### src/rtl/send_port_arbiter.sv
// Packet-aware round-robin arbiter sharing one send port between NUM_REQ flit sources.
// Define ARB_PACKET_LOCK_EN to hold the grant across multi-flit packets; otherwise arbitration is per flit.
`ifndef FLIT_WIDTH
`define FLIT_WIDTH 32
`endif

module send_port_arbiter #(
  parameter int unsigned NUM_REQ    = 4,
  parameter int unsigned DATA_WIDTH = `FLIT_WIDTH,
  parameter int unsigned TAIL_BIT   = `FLIT_WIDTH - 2
) (
  input  logic                          CLK,
  input  logic                          RST_N,
  input  logic [NUM_REQ*DATA_WIDTH-1:0] req_flit,
  input  logic [NUM_REQ-1:0]            req_valid,
  output logic [NUM_REQ-1:0]            req_ready,
  output logic [DATA_WIDTH-1:0]         put_flit,
  output logic                          put_flit_valid,
  input  logic                          put_flit_ready,
  output logic [$clog2(NUM_REQ)-1:0]    grant_id,
  output logic                          locked
);

  localparam int unsigned IDW = $clog2(NUM_REQ);

  typedef enum logic {IDLE, LOCKED} state_e;

  state_e                state_q, state_d;
  logic [IDW-1:0]        owner_q, owner_d;
  logic [IDW-1:0]        rr_ptr_q, rr_ptr_d;
  logic [DATA_WIDTH-1:0] out_data_q, out_data_d;
  logic                  out_valid_q, out_valid_d;
  logic [IDW-1:0]        grant_q, grant_d;

  logic                  win_valid_c;
  logic [IDW-1:0]        win_id_c;
  logic [DATA_WIDTH-1:0] win_flit_c;
  logic                  load_c;

  // Winner selection: the owner alone while locked, else first valid from rr_ptr upward.
  always_comb begin
    win_valid_c = 1'b0;
    win_id_c    = '0;
    if (state_q == LOCKED) begin
      win_valid_c = req_valid[owner_q];
      win_id_c    = owner_q;
    end else begin
      for (int unsigned k = 0; k < NUM_REQ; k++) begin
        automatic int unsigned idx  = 32'(rr_ptr_q) + k;
        automatic logic [IDW-1:0] cand;
        if (idx >= NUM_REQ) idx = idx - NUM_REQ;
        cand = IDW'(idx);
        if (!win_valid_c && req_valid[cand]) begin
          win_valid_c = 1'b1;
          win_id_c    = cand;
        end
      end
    end
  end

  assign win_flit_c = req_flit[32'(win_id_c)*DATA_WIDTH +: DATA_WIDTH];
  assign load_c     = RST_N && win_valid_c && (!out_valid_q || put_flit_ready);
  assign req_ready  = load_c ? (NUM_REQ'(1) << win_id_c) : '0;

  // State register and output stage
  always_ff @(posedge CLK) begin
    if (!RST_N) begin
      state_q     <= IDLE;
      owner_q     <= '0;
      rr_ptr_q    <= '0;
      out_data_q  <= '0;
      out_valid_q <= 1'b0;
      grant_q     <= '0;
    end else begin
      state_q     <= state_d;
      owner_q     <= owner_d;
      rr_ptr_q    <= rr_ptr_d;
      out_data_q  <= out_data_d;
      out_valid_q <= out_valid_d;
      grant_q     <= grant_d;
    end
  end

`ifdef ARB_PACKET_LOCK_EN
  logic win_tail_c;
  assign win_tail_c = win_flit_c[TAIL_BIT];
`endif

  // Next state: lock on a non-tail head, release on tail; the pointer only moves from IDLE.
  always_comb begin
    state_d  = state_q;
    owner_d  = owner_q;
    rr_ptr_d = rr_ptr_q;
    if (load_c) begin
`ifdef ARB_PACKET_LOCK_EN
      if (state_q == IDLE) begin
        rr_ptr_d = (32'(win_id_c) == NUM_REQ - 1) ? '0 : win_id_c + IDW'(1);
        if (!win_tail_c) begin
          state_d = LOCKED;
          owner_d = win_id_c;
        end
      end else if (win_tail_c) begin
        state_d = IDLE;
      end
`else
      rr_ptr_d = (32'(win_id_c) == NUM_REQ - 1) ? '0 : win_id_c + IDW'(1);
`endif
    end
  end

  // Output stage: reload on load (drain and refill in one cycle), else drain when accepted.
  always_comb begin
    out_data_d  = out_data_q;
    out_valid_d = out_valid_q;
    grant_d     = grant_q;
    if (load_c) begin
      out_data_d  = win_flit_c;
      out_valid_d = 1'b1;
      grant_d     = win_id_c;
    end else if (put_flit_ready && out_valid_q) begin
      out_valid_d = 1'b0;
    end
  end

  assign put_flit       = out_data_q;
  assign put_flit_valid = out_valid_q;
  assign grant_id       = grant_q;
`ifdef ARB_PACKET_LOCK_EN
  assign locked = (state_q == LOCKED);
`else
  assign locked = 1'b0;
`endif

endmodule

### config.mk
export PLATFORM = sky130hd
export DESIGN_NAME = send_port_arbiter
export DESIGN_NICKNAME = d
export VERILOG_FILES = /design/src/rtl/send_port_arbiter.sv
export SDC_FILE = /design/constraint.sdc
export NUM_CORES = 1
export LEC_CHECK = 0
export CELL_PAD_IN_SITES_DETAIL_PLACEMENT = 1
export CELL_PAD_IN_SITES_GLOBAL_PLACEMENT = 2
export CORE_UTILIZATION = 17
export CTS_CLUSTER_SIZE = 40
export DETAILED_ROUTE_END_ITERATION = 7
export GPL_ROUTABILITY_DRIVEN = 1
export GPL_TIMING_DRIVEN = 0
export PLACE_DENSITY = 0.91
export SLEW_MARGIN = 20
export SYNTH_ARGS = -nofsm -noshare
export SYNTH_HDL_FRONTEND = slang
export SYNTH_SLANG_ARGS = --single-unit
### constraint.sdc
create_clock -name CLK -period 2.1 [get_ports CLK]
set_input_delay 0.315 -clock CLK [delete_from_list [all_inputs] [get_ports CLK]]
set_output_delay 0.315 -clock CLK [all_outputs]
set_load 0.01 [all_outputs]
==> summary.md, run 1 <==
| Metric | Value |
|---|---|
| DR WL/cell | `around 19 um` |
| Setup crit start kind | `flop` |
| Total die area | `approximately 14000 um^2` |
| Die Width | `approximately 120 um` |
| Syn Area/Cell | `just under 8 um^2` |
| Final WS setup | `-0.0598 ns` |
| Routed wire length | `12.6 mm` |
| Clk Latency, worst-skew pair | `0.28 ns` |
| WP data required | `around 1.8 ns` |
| Synthesized area | `around 2400 um^2` |
| First-pass DRT Iterations | `5` |
| Yosys top cell area share | `31.2%` |
| Area Overhead vs Synth | `96.8%` |
| Height of the die | `between 100 and 150 um` |
| RSZ-0062 raised after global routing | `yes` |
| Antenna-violating nets left | `0` |
| Beginning of the critical path | `rr_ptr_q[1]` |
| Flops & latches, synth | `37` |
| Final Setup Violations | `3` |
| Pin count of the biggest net entering global routing | `11` |
| Hpwl dp | `a little under 10 mm` |
| Clock sinks | `37` |
| Main area contributors after synthesis | `dfxtp_1, a21oi_1, a221oi_1, and3_1, a21boi_1` |
| Layout cells sized above 1 | `roughly 11%` |
| Post-layout min period | `2.16 ns` |
| Max-Cap Viols | `0` |
| FP Rows | `42` |
| Register area share after synthesis | `roughly 31%` |
| Number of port buffers | `roughly 170` |
| Vias in the first global route | `3463` |
| Final Slew Violations | `0` |
| Final hold viol count | `0` |
| Hold Crit Start | `req_valid[0]` |
| NumNets Final | `632` |
| Initial DRC count | `roughly 120` |
| Vias | `roughly 3300` |
| Static leakage | `about 1.8 nW` |
| Worst Path Max Fanout | `5` |
| Tcrit/Tclk final | `103%` |
| Setup CP Type | `flop to primary output` |
| Synth area leader | `dfxtp_1` |
| Routability cong. | `0.731` |
| Starting density of the core | `between 10% and 20%` |
| Core region area | `about 13000 um^2` |
| Cell count after synthesis | `around 300` |
| Initial antenna violation count | `1` |
| Worst-Margin Slew | `0.647 ns` |
| Vias per cell | `~4.9` |
| First-pass GRT wire length | `about 19 mm` |
| PwrDens | `between 500 and 600 nW/um^2` |
| Min-delay worst type | `primary input to flop` |
| Clk_skew | `roughly 0.0033 ns` |
| Final global-route overflow total | `0` |
| Htree depth | `2` |
| # IOs | `~180` |
| Ys flop type | `dfxtp_1` |
| Clk buf depth | `2` |
| Failing checks | `setup timing` |
| Remaining DRCs | `0` |
| Hold buffers post-CTS | `0` |
| Status | `finished, violations left` |
| Worst reg2reg startpoint | `rr_ptr_q[1]` |
| Worst hold slack | `between 0.4 and 0.5 ns` |
| Post-synth EDFFs | `0` |
| Gr usage total | `approximately 17%` |
| Synth cell count leaders | `a21oi_1, dfxtp_1, and3_1, a221oi_1, clkbuf_1` |
| Yosys cell types | `29` |
| Most common cell in the netlist | `a21oi_1` |
| Clk slew on worst S/H paths | `approximately 0.060 ns` |
| Peak Freq | `between 400 and 500 MHz` |
| CTS tree | `done` |
| Post-synth net total | `around 440` |
| Max IR drop VDD | `~0.26 mV` |
| CTS root buf | `clkbuf_16` |
| Ys Warns | `0` |
| Asr flop ratio synth | `0%` |
| Final Power | `around 2.8 mW` |
| Critical Path End Type | `primary output` |
| CTS Buf Count | `5` |
| Arr. time, crit path | `about 1.8 ns` |
| Max_slew headroom | `56.8%` |
==> metal layers <==
layer | GRT usage, % | vias up | wire length (um)
met1 | 20.2 | 1569 | 5340
li1 | - | 1559 | -
met4 | 7.42 | 0 | 418
met3 | 3.09 | 22 | 660
met5 | 0 | - | 0
met2 | 29.7 | 135 | 6220
==> cells in the final DEF (no fill, tap or decap), types with 4 or more instances in the layout <==
cell type and count:
a21boi_0 13, a221oi_1 32, and3_1 34, a21boi_1 18
clkbuf_1 20, a21oi_1 67, buf_4 10, buf_6 7
dfxtp_1 35, o21ai_1 25, nor2b_1 4, o21ai_0 13
clkdlybuf4s50_1 165, clkbuf_2 4, clkbuf_16 7
==> critical path, stage by stage (launching register included) <==
cell      delay (ns)
dfxtp_4         0.36
buf_6           0.11
a2111o_1        0.40
buf_8           0.16
buf_8           0.11
and2_4          0.14
and3_4          0.17
buf_6           0.11
==> timing repair <==
item                       CTS  global route
hold endpoints to repair     0             0
pin swaps                    2             2
cloned                       0             0
buffers inserted             6             3
resized for setup           61            15
setup endpoints to repair   39            19
==> through the flow <==
step / setup TNS (ns) / cells / area (um^2) / setup WS [ns] / utilization [%]
final: -0.103 / 674 / 4670 / -0.0598 / 34.7
after global routing: -0.221 / 674 / 4670 / -0.0951 / 34.7
after CTS: -0.119 / 670 / 4610 / -0.0595 / 34.3
after detailed placement: -20.22 / 658 / 4330 / -1.11 / 32.2
after global placement: -17.48 / 658 / 4330 / -1.10 / 32.2
after floorplan: 0 / 309 / 2370 / 0.199 / -
==> logic make-up after synthesis <==
group | Yosys count | share of synthesized area [%]
DFF | 37 | 31.2
and+or+nand+nor | 56 | 13.9
AOI/OAI and AO/OA | 176 | 46.8
buffers and inverters | 39 | 7.96
other | 1 | 0.158
==> power breakdown <==
group          internal [mW]  leakage (nW)  total, mW  switching (mW)
clock network          0.467        0.0700      0.756           0.290
logic                  0.654          1.41       1.17           0.514
registers              0.810         0.312      0.873          0.0635
==> registers in the layout, summed over array words and instances (netlist names) <==
register        flops
put_flit_valid      1
rr_ptr_q            2
grant_id            2
put_flit           32
==> path summary, 6_finish.rpt <==
check | endpoint | slack (ns) | cells past startpoint
setup / recovery | req_ready[0] | -0.06 | 7
hold / removal | put_flit_valid | 0.46 | 3
setup reg to reg | put_flit[11] | 0.10 | 9
hold reg to reg | grant_id[1] | 0.48 | 2
==> final cells by class <==
type / instances / area (um^2)
sequential: 37 / 748
buffer: 35 / 265
antenna: 1 / 2.50
fill: 1636 / 8780
multi-input combinational: 233 / 1490
clock buffer: 7 / 143
inverter: 3 / 11.3
timing repair buffer: 182 / 1790
tap: 176 / 220
No activity file was read; power rests on OpenSTA's default activity.
==> inputs of run 2 (changes only) <==
REMOVE_ABC_BUFFERS = 1   (was default)
==> run 2 against run 1 <==
  * Global-route usage rose by 1.1 points
  * The flow now finishes without violations
  * Register-to-register slack worse by 0.02 ns
  * Clock-buffer cell count unchanged
  * Sequential power about the same
  * Worst setup slack improved by 0.070 ns
  * Sequential share of layout area is 0.20 points lower
  * First-iteration DRC count fell by 11%
==> summary.md, run 2 (same netlist as run 1, synthesis figures left out) <==
| Metric | Value |
|---|---|
| First-pass DRT Iterations | `4` |
| Number of port buffers | `between 150 and 200` |
| Hold buffers post-CTS | `0` |
| Height of the die | `120 um` |
| PwrDens | `just over 600 nW/um^2` |
| Commonest non-fill, non-tap cell in the layout | `clkdlybuf4s50_1` |
| # IOs | `approximately 180` |
| Final Slew Violations | `0` |
| Clk buf depth | `2` |
| Worst-Margin Slew | `0.812 ns` |
| Starting density of the core | `between 15 and 20%` |
| Pin count of the biggest net entering global routing | `42` |
| Status | `complete, no violations` |
| Setup CP Type | `flop to primary output` |
| WP data required | `1.78 ns` |
| Clk slew on worst S/H paths | `around 0.050 ns` |
| Max_slew headroom | `between 40% and 50%` |
| CTS root buf | `clkbuf_16` |
| Clock sinks | `37` |
| Vias per cell | `just under 5` |
| Htree depth | `2` |
| Total die area | `around 14000 um^2` |
| Layout cells sized above 1 | `roughly 14%` |
| Setup crit start kind | `flop` |
| CTS tree | `done` |
| Area Overhead vs Synth | `99.3%` |
| Antenna-violating nets left | `0` |
| Peak Freq | `478 MHz` |
| NumNets Final | `between 600 and 700` |
| RSZ-0062 raised after global routing | `yes` |
| Final global-route overflow total | `0` |
| Worst Path Max Fanout | `between 40 and 50` |
| FP Rows | `between 40 and 50` |
| Max-Cap Viols | `0` |
| Setup_tns | `0 ns` |
| Critical Path End Type | `primary output` |
| Gr usage total | `a little under a fifth` |
| Tcrit/Tclk final | `approximately 100%` |
| Arr. time, crit path | `about 1.8 ns` |
| Die Width | `between 100 and 150 um` |
| Hpwl dp | `just over 8 mm` |
| Largest register FFs | `32` |
| Vias in the first global route | `~3500` |
| Post-layout min period | `roughly 2.1 ns` |
| Filler cell count | `between 1500 and 2000` |
| Final Setup Violations | `0` |
| Routed wire length | `12.9 mm` |
| Worst hold slack | `about 0.48 ns` |
| Initial DRC count | `about 100` |
| Clk Latency, worst-skew pair | `0.29 ns` |
| Final hold viol count | `0` |
| Initial antenna violation count | `0` |
| # diodes | `0` |
| Clk_skew | `0.00514 ns` |
| Vias | `~3200` |
| Static leakage | `roughly 1.8 nW` |
| Routability cong. | `0.749` |
| Core region area | `13500 um^2` |
| DR WL/cell | `19.7 um` |
| Remaining DRCs | `0` |
| CTS Buf Count | `5` |
| Min-delay worst type | `primary input to flop` |
| Max IR drop VDD | `0.273 mV` |
| Most frequent cells in the layout | `clkdlybuf4s50_1, a21oi_1, dfxtp_1` |
| First-pass GRT wire length | `between 15 and 20 mm` |
## run 2: changes by cell type in the layout (fill, tap and decap cells not counted), moves of 3 or more
cell / previous run / this run
nor2b_1: 4 / 1
buf_6: 7 / 2
buf_16: 0 / 5
nor2b_4: 0 / 3
clkbuf_1: 20 / 1
buf_4: 10 / 16
clkbuf_2: 4 / 0
## run 2: cell type report
class	instances	area (um^2)	area share, %
repair buffers	197	2010	42.6
well taps	176	220	4.66
flip-flops and latches	37	748	15.8
clock buffers	7	143	3.02
inverters	3	13.8	0.291
multi-input cells	237	1590	33.6
## run 2: timing repair
| action | 4_1_cts | 5_1_grt |
|---|---|---|
| cloned | 4 | 0 |
| buffers inserted | 12 | 7 |
| gates resized for setup | 46 | 22 |
| endpoints found under the setup margin | 38 | 32 |
| hold endpoints to repair | 0 | 0 |
| pin swaps | 6 | 7 |
## run 2: final timing paths
check	start	to	slack, ns	cells past startpoint
max	rr_ptr_q[0]	req_ready[1]	0.01	6
min	req_valid[0]	put_flit_valid	0.48	3
max reg2reg	rr_ptr_q[0]	put_flit[4]	0.08	7
min reg2reg	grant_id[1]	grant_id[1]	0.48	2
## run 2: per-layer routing
layer / up-vias / part of all wire [%] / global-route usage [%]
met5: - / 0 / 0
met4: 0 / 1.2 / 4.53
met3: 9 / 6.1 / 5.09
met2: 112 / 52 / 34.2
met1: 1529 / 40 / 19.8
li1: 1543 / - / -
## run 2: worst max-delay path: stages, from the launching register on
cell and delay [ns]:
dfxtp_4 0.38, nor2b_4 0.05, a2111o_2 0.50, buf_12 0.19, nand2_4 0.07, and3_1 0.15, buf_2 0.13
## run 2: power by group
| group | leakage, nW | switching [mW] | total, mW | internal [mW] |
|---|---|---|---|---|
| registers | 0.312 | 0.0642 | 0.874 | 0.809 |
| clock network | 0.0700 | 0.300 | 0.767 | 0.467 |
| logic | 1.45 | 0.532 | 1.21 | 0.681 |
| total | 1.83 | 0.897 | 2.85 | 1.96 |
## run 2: metrics by stage
| step | std cells | power [mW] | instance area, um^2 | setup WS (ns) | utilization (%) |
|---|---|---|---|---|---|
| finish | 657 | 2.85 | 4730 | 0.0100 | 35.2 |
| global route | 657 | 3.03 | 4730 | -0.0537 | 35.2 |
| floorplan | 273 | 1.30 | 2200 | -0.137 | - |
| CTS | 650 | 2.87 | 4640 | -0.0832 | 34.5 |
| global placement | 622 | 1.89 | 4150 | -2.91 | 30.8 |
| detailed placement | 628 | 1.99 | 4330 | -1.17 | 32.2 |
==> inputs of run 3 (changes only) <==
CORE_ASPECT_RATIO = 0.6   (was default)
CTS_CLUSTER_SIZE = 24   (was 40)
==> run 3 against run 2 <==
  * The flow now finishes with violations (setup timing)
  * Worst setup slack worse by 0.018 ns
  * Die area rose by 0.11%
  * Clock power increased by 2%
  * Sequential power is essentially flat
  * Register-to-register slack better by 0.02 ns
  * First-iteration DRC count stayed put
  * Power barely moved
  * Utilization is 0.90 points lower
  * Largest power group unchanged
==> summary.md, run 3 (same netlist as run 1, synthesis figures left out) <==
| Metric | Value |
|---|---|
| Critical Path End Type | `primary output` |
| DR WL/cell | `slightly above 20 um` |
| Final hold viol count | `0` |
| Setup crit start kind | `flop` |
| WP data required | `about 1.8 ns` |
| Routability cong. | `between 0.7 and 0.8` |
| Final Setup Violations | `1` |
| Static leakage | `1.79 nW` |
| Pin count of the biggest net entering global routing | `39` |
| M1 GR Usage | `between 20% and 30%` |
| Clk Latency, worst-skew pair | `approximately 0.29 ns` |
| Arr. time, crit path | `1.79 ns` |
| Initial DRC count | `102` |
| Critical path cell sequence | `nor2b_4, or4_4, and2_4, and3_4, buf_6` |
| # diodes | `0` |
| Total die area | `14500 um^2` |
| Min-delay worst type | `flop to flop` |
| Hold buffers post-CTS | `0` |
| Clock sinks | `37` |
| RSZ-0062 raised after global routing | `yes` |
| Final WS setup | `-0.00820 ns` |
| Failing checks | `setup timing` |
| Post-layout util | `between 30 and 40%` |
| Setup CP Type | `flop to primary output` |
| FP Rows | `33` |
| Max-Cap Viols | `0` |
| Layout cells sized above 1 | `between 10% and 20%` |
| Clk buf depth | `2` |
| First-pass DRT Iterations | `4` |
| Placed cell areas | `4330 um^2` |
| Clk_skew | `between 0.007 and 0.008 ns` |
| Remaining DRCs | `0` |
| Largest register FFs | `32` |
| Final Slew Violations | `0` |
| CTS Buf Count | `5` |
| Die Width | `155 um` |
| First-pass GRT wire length | `slightly below 20 mm` |
| Initial antenna violation count | `0` |
| Height of the die | `a little over 90 um` |
| Status | `finished, violations left` |
| Vias per cell | `5.04` |
| Vias | `3284` |
| Worst hold slack | `a little under 0.5 ns` |
| Tcrit/Tclk final | `100%` |
| Most frequent cells in the layout | `clkdlybuf4s50_1, a21oi_1, dfxtp_1` |
| Worst-Margin Slew | `about 0.86 ns` |
| Peak Freq | `~470 MHz` |
| # IOs | `roughly 180` |
| Max_slew headroom | `42.9%` |
| CTS root buf | `clkbuf_16` |
| Core region area | `around 14000 um^2` |
| PwrDens | `612 nW/um^2` |
| Post-route design area | `between 4000 and 5000 um^2` |
| Area Overhead vs Synth | `96.6%` |
| Number of port buffers | `about 170` |
| Most Crowded Layer GR | `met2` |
| Worst Path Max Fanout | `6` |
| Vias in the first global route | `between 3000 and 4000` |
| Commonest non-fill, non-tap cell in the layout | `clkdlybuf4s50_1` |
| Met2 GRT Util | `between 30 and 40%` |
| Final global-route overflow total | `0` |
| Gr usage total | `about 18%` |
| Starting density of the core | `approximately 17%` |
| CTS tree | `done` |
| Critical path's slowest cell | `or4_4` |
| NumNets Final | `611` |
| Htree depth | `2` |
| M3 GR Usage | `under 10%` |
| Max IR drop VDD | `around 0.22 mV` |
| CP peak stage delay | `roughly 0.58 ns` |
| Routed wire length | `~13 mm` |
| Post-layout min period | `2.11 ns` |
| Clk slew on worst S/H paths | `0.06 ns` |
| Hpwl dp | `about 8.3 mm` |
| Antenna-violating nets left | `0` |
-- run 3: layer usage --
metal	part of all wire, %	up-vias
met4	0.60	0
li1	-	1528
met2	44	115
met3	6.8	7
met1	48	1634
met5	0	-
-- run 3: critical path, delay by kind of cell (launching register included) --
| kind | cells | cell delay [ns] |
|---|---|---|
| buf+inv | 1 | 0.11 |
| flops | 1 | 0.39 |
| simple gates | 4 | 1.00 |
-- run 3: metrics by stage --
stage,cells,worst slack [ns],setup TNS [ns],power (mW)
floorplan,273,-0.137,-1.83,1.30
global placement,621,-2.93,-97.49,1.89
detailed placement,627,-1.20,-21.37,1.99
CTS,648,0.00331,0,2.89
global route,651,-0.0528,-0.0853,3.01
finish,651,-0.00820,-0.00820,2.85
-- run 3: cell type report --
type | count | area (um^2)
fillers | 1586 | 8960
repair buffers | 192 | 1970
multi-input cells | 237 | 1570
flip-flops and latches | 37 | 748
well taps | 175 | 219
clock buffers | 7 | 143
inverters | 3 | 13.8
-- run 3: worst paths after layout --
| check | startpoint | end | slack, ns | cells after the start |
|---|---|---|---|---|
| setup / recovery | rr_ptr_q[0] | req_ready[0] | -0.008 | 5 |
| hold / removal | grant_id[1] | grant_id[1] | 0.49 | 2 |
| setup reg to reg | rr_ptr_q[1] | put_flit[25] | 0.10 | 5 |
| hold reg to reg | grant_id[1] | grant_id[1] | 0.49 | 2 |
-- run 3: repair_timing --
item | in CTS | in global routing
buffers inserted | 10 | 3
setup endpoints to repair | 39 | 4
hold endpoints to repair | 0 | 0
resized for setup | 50 | 3
cloned | 4 | 0
pin swaps | 7 | 3
-- run 3: where the power goes --
part / leakage (nW) / switching, mW / internal, mW
Clock: 0.0700 / 0.317 / 0.468
Combinational: 1.41 / 0.532 / 0.666
Sequential: 0.312 / 0.0627 / 0.809
Total: 1.79 / 0.912 / 1.94
